<file path="config.mk">
export PLATFORM = sky130hd
export DESIGN_NAME = twi_word_deserializer
export DESIGN_NICKNAME = d
export VERILOG_FILES = /design/src/rtl/twi_word_deserializer.sv
export SDC_FILE = /design/constraint.sdc
export NUM_CORES = 1
export LEC_CHECK = 0
export ABC_AREA = 1
export BUFFER_PORTS_ARGS = -buffer_cell sky130_fd_sc_hd__buf_2
export CORE_UTILIZATION = 59
export DETAILED_ROUTE_END_ITERATION = 8
export GPL_TIMING_DRIVEN = 0
export PLACE_DENSITY_LB_ADDON = 0.1
export SYNTH_ARGS = -nofsm -noshare
export SYNTH_HDL_FRONTEND = slang
export SYNTH_SLANG_ARGS = --single-unit
export TNS_END_PERCENT = 50
</file>
<file path="constraint.sdc">
create_clock -name clk -period 2.3 [get_ports clk]
set_input_delay 0.575 -clock clk [delete_from_list [all_inputs] [get_ports clk]]
set_output_delay 0.575 -clock clk [all_outputs]
set_load 0.01 [all_outputs]
</file>
<file path="src/rtl/twi_word_deserializer.sv">
// Serial-to-parallel TWI word assembler with a DEPTH-entry valid/ready output FIFO.
// Define TWI_DESER_ACK_EN to capture the trailing ACK slot of each word into out_ack.
module twi_word_deserializer #(
   parameter int WIDTH = 8,
   parameter int DEPTH = 4
) (
   input  logic                     clk,
   input  logic                     reset,
   input  logic                     bit_valid,
   input  logic                     bit_in,
   input  logic                     msb_first,
   input  logic                     frame_sync,
   output logic [WIDTH-1:0]         out_data,
   output logic                     out_ack,
   output logic                     out_valid,
   input  logic                     out_ready,
   output logic [$clog2(DEPTH):0]   level,
   output logic                     overflow,
   output logic                     partial
);

`ifdef TWI_DESER_ACK_EN
   localparam int L = WIDTH + 1;
`else
   localparam int L = WIDTH;
`endif
   localparam int CW = $clog2(L);
   localparam int AW = $clog2(DEPTH);
   localparam logic [CW-1:0] LAST = CW'(L - 1);
   localparam logic [AW:0]   FULL_LEVEL = (AW + 1)'(DEPTH);

   logic [CW-1:0]    cnt;
   logic [WIDTH-1:0] sr;
   logic [WIDTH-1:0] sr_next;
   logic             order_hold;
   logic             order;
   logic             take;
   logic             data_slot;
   logic             done;
   logic [WIDTH-1:0] word;

   logic [WIDTH-1:0] mem [DEPTH];
   logic [AW-1:0]    wr_ptr;
   logic [AW-1:0]    rd_ptr;
   logic             full;
   logic             pop;
   logic             accept;

   // The first bit of a word uses msb_first directly; later bits use the held copy.
   always_comb begin
      order   = (cnt == '0) ? msb_first : order_hold;
      take    = bit_valid && !frame_sync;
      sr_next = order ? {sr[WIDTH-2:0], bit_in} : {bit_in, sr[WIDTH-1:1]};
      done    = take && (cnt == LAST);
`ifdef TWI_DESER_ACK_EN
      data_slot = (cnt != CW'(WIDTH));
      word      = sr;
`else
      data_slot = 1'b1;
      word      = sr_next;
`endif
   end

   always_ff @(posedge clk) begin
      if (reset) begin
         cnt        <= '0;
         sr         <= '0;
         order_hold <= 1'b0;
         partial    <= 1'b0;
      end else begin
         partial <= 1'b0;
         if (frame_sync) begin
            cnt     <= '0;
            sr      <= '0;
            partial <= (cnt != '0);
         end else if (bit_valid) begin
            if (cnt == '0) order_hold <= msb_first;
            if (data_slot) sr <= sr_next;
            cnt <= done ? '0 : cnt + CW'(1);
         end
      end
   end

   always_comb begin
      full      = (level == FULL_LEVEL);
      out_valid = (level != '0);
      pop       = out_valid && out_ready;
      accept    = done && (!full || pop);
      out_data  = mem[rd_ptr];
   end

   always_ff @(posedge clk) begin
      if (reset) begin
         mem      <= '{default: '0};
         wr_ptr   <= '0;
         rd_ptr   <= '0;
         level    <= '0;
         overflow <= 1'b0;
      end else begin
         if (accept) begin
            mem[wr_ptr] <= word;
            wr_ptr      <= wr_ptr + AW'(1);
         end
         if (pop) rd_ptr <= rd_ptr + AW'(1);
         if (done && full && !pop) overflow <= 1'b1;
         case ({accept, pop})
            2'b10:   level <= level + (AW + 1)'(1);
            2'b01:   level <= level - (AW + 1)'(1);
            default: level <= level;
         endcase
      end
   end

`ifdef TWI_DESER_ACK_EN
   logic ack_mem [DEPTH];

   // SDA low in the ACK slot means acknowledged.
   always_ff @(posedge clk) begin
      if (reset) begin
         ack_mem <= '{default: 1'b0};
      end else if (accept) begin
         ack_mem[wr_ptr] <= ~bit_in;
      end
   end

   assign out_ack = ack_mem[rd_ptr];
`else
   assign out_ack = 1'b0;
`endif

endmodule

</file>
==> impl_metrics.yaml <==
status:
  outcome: "finished, violations left"
  violations: "design-rule violations"
sta:
  fmax_mhz: 465
  fin_skew_ns: 0.00681
  final-setup-viol-count: 0
  post-route-period-util_pct: 93.5
  rsz0062_at_grt: "no"
  whs_ns: 0.478
  tns_ns: 0
  hold_violations: 0
  slew_viol_final: 0
  min_period_ns: 2.15
placed_design:
  dp.cells: 495
  place_hpwl_um: 4100
  numPortBuffers: 20
  placed_area_sq_um: 2950
  gp_congestion: 0.801
clocking:
  cts_buffers: 5
  clock_path_buffers: 2
  clk_pin_slew_worst_paths_ns: 0.09
  cts_root_buf: "clkbuf_8"
  cts_sinks: 53
  ctsHtreeMaxLevel: 2
  cts_tree: "built"
  clkLatencyLatePin_ns: 0.30
  ctsHoldBuffers: 0
synthesis:
  ys_ff_latch: 53
  synth_largest_area_cell: "dfxtp_1"
  yosysUniqueCellTypes: 20
  ys_top_cells_by_count: "nand2_1 (105), nor2_1 (90), inv_1 (59)"
  synth_top_cell_area_share_pct: 38.1
  netlist_instances: 423
  synth-main-ff-cell: "dfxtp_1"
  ys_top_cells_by_area: "dfxtp_1 (38%), nand2_1 (14%), nor2_1 (12%)"
  syn_nets: 439
  async_flop_share_pct: 0
  synth_edf_count: 0
  yosys_warnings: 0
  syn_avg_cell_area_sq_um: 6.59
  synth.most_common_cell: "nand2_1"
  seq_area_frac_synth_pct: 38.1
  syn-cell-area_sq_um: 2790
detailed_routing:
  viasPerCell: 5.02
  route.vias.total: 2538
  drc: 6
  wirelength_um: 5770
  drt_first_iter_violations: 148
  dr.pass1.iters: 7
  wl_per_cell_um: 11.4
  ant_nets: 0
grt:
  antenna_found_initial: 0
  use_met1_pct: 32.3
  grt_start_max_net_pins: 15
  grt_pass1_wl_um: 10100
  grt_pass1_vias: 2300
  top_usage_layer: "met2"
  groute.usage.overall_pct: 25.4
  met3_usage_pct: 4.70
  overflow: 0
  grt.met2_usage_pct: 44.3
power_and_ir_drop:
  leakagePower_nw: 1.67
  ir_worst_vdd_mv: 0.343
  finalPower_w: 0.00170
  power_density_nw_per_um2: 555
floorplan:
  dieHeight_um: 70.7
  fp-row-count: 24
  die-area_sq_um: 5000
  ioPinCount: 22
  start_util_pct: 62.7
  fp.coreArea_sq_um: 4440
  die_w_um: 70.7
worst_setup_path:
  crit_family: "buffers and inverters"
  path_cells: "buf_4 > inv_2 > buf_2 > o21ai_1 > a21oi_1 > a21oi_1 > buf_2"
  setup.worst_path.class: "reg2out"
  start_kind: "flop"
  slowest_stage: "dfxtp_1"
  cp_num_buf_inv: 4
  critPathMaxFanout: 10
  critPathRequiredTime_ns: 1.73
  critPathCaptureType: "output port"
  critical_path.max_stage_delay_ns: 0.31
  arrival_ns: 1.58
cells_and_area:
  drive_above_1_share_pct: 13.9
  area_delta_synth_final_pct: 10.2
  instances_no_fill: 506
  num_antenna_cells: 0
  fin_area_sq_um: 3070
  nNetsFinal: 470
hold_path:
  holdCritPathClass: "reg2reg"
run:
  cap_violations: 0
[cells by family (layout without fill, tap and decap cells)]
kind of cell	Yosys count	count (layout)	synth area share, %
buffers and inverters	79	110	12.6
and+or+nand+nor	232	232	36.1
adders and majority gates	9	9	4.31
AOI/OAI and AO/OA	49	49	8.80
other	1	1	0.135
DFF	53	53	38.1
[flip-flops by register name, summed over array words and instances, names as in the netlist]
signal,count
mem,32
sr,8
cnt,3
level,3
rd_ptr,2
wr_ptr,2
order_hold,1
overflow,1
partial,1
[timing repair]
item                       in CTS  in global routing
setup endpoints to repair       0                  1
gates resized for setup         0                  2
buffers inserted                0                  4
[cell usage in the layout (no fill, tap or decap)]
| cell | count |
|---|---|
| buf_6 | 4 |
| conb_1 | 1 |
| buf_4 | 6 |
| a21oi_1 | 33 |
| nand2_1 | 104 |
| o21ai_0 | 14 |
| nor2_4 | 1 |
| nand2_2 | 4 |
| inv_1 | 59 |
| dfxtp_1 | 53 |
| clkbuf_1 | 1 |
| nand3_2 | 3 |
| nor2_1 | 90 |
| nand3_1 | 25 |
| ha_1 | 8 |
| o21ai_1 | 2 |
| nand3_4 | 5 |
| clkbuf_8 | 6 |
| clkinv_4 | 1 |
| buf_2 | 30 |
| fa_1 | 1 |
| inv_2 | 3 |
[metal layers]
| metal | share of wire, % | vias to the layer above |
|---|---|---|
| li1 | - | 1350 |
| met1 | 48 | 1126 |
| met2 | 46 | 54 |
| met3 | 4.5 | 8 |
| met4 | 1.5 | 0 |
| met5 | 0 | - |
[worst reg2reg max path: stages, from the launching register on]
cell	delay, ns
dfxtp_1	0.34
ha_1	0.21
ha_1	0.19
nand3_2	0.11
clkinv_4	0.08
nand2_2	0.09
ha_1	0.17
inv_1	0.07
fa_1	0.38
nand2_1	0.08
nand3_1	0.09
o21ai_1	0.12
a21oi_1	0.05
[metrics by stage]
| stage | util, % | setup WS [ns] |
|---|---|---|
| CTS | 68.4 | 0.0861 |
| global placement | 66.4 | 0.117 |
| detailed placement | 66.4 | 0.0807 |
| global route | 69.1 | 0.0400 |
| floorplan | - | 0.264 |
| finish | 69.1 | 0.150 |
[layout make-up]
cell class                 instances  area [sq um]
multi-input combinational        291          1380
timing repair buffer              24           130
inverter                          63           241
tap                               52          65.1
clock buffer                       7          86.3
buffer                            16           110
sequential                        53          1060
fill                             431          1370
[power by group]
part / switching, W / total [W] / internal (W) / leakage, nW
clock network: 0.000280 / 0.000520 / 0.000239 / 0.0443
registers: 0.0000150 / 0.000950 / 0.000935 / 0.428
logic: 0.000160 / 0.000235 / 0.0000755 / 1.20
total: 0.000455 / 0.00170 / 0.00125 / 1.68
[path summary, 6_finish.rpt]
path / startpoint / end / slack (ns) / depth (start not counted)
worst max register to register: cnt[0] / level[2] / 0.23 / 12
worst max-delay path: rd_ptr[0] / out_data[6] / 0.15 / 7
worst min-delay path: overflow / overflow / 0.48 / 2
worst min register to register: overflow / overflow / 0.48 / 2
Power figures use the tool's default switching activity.
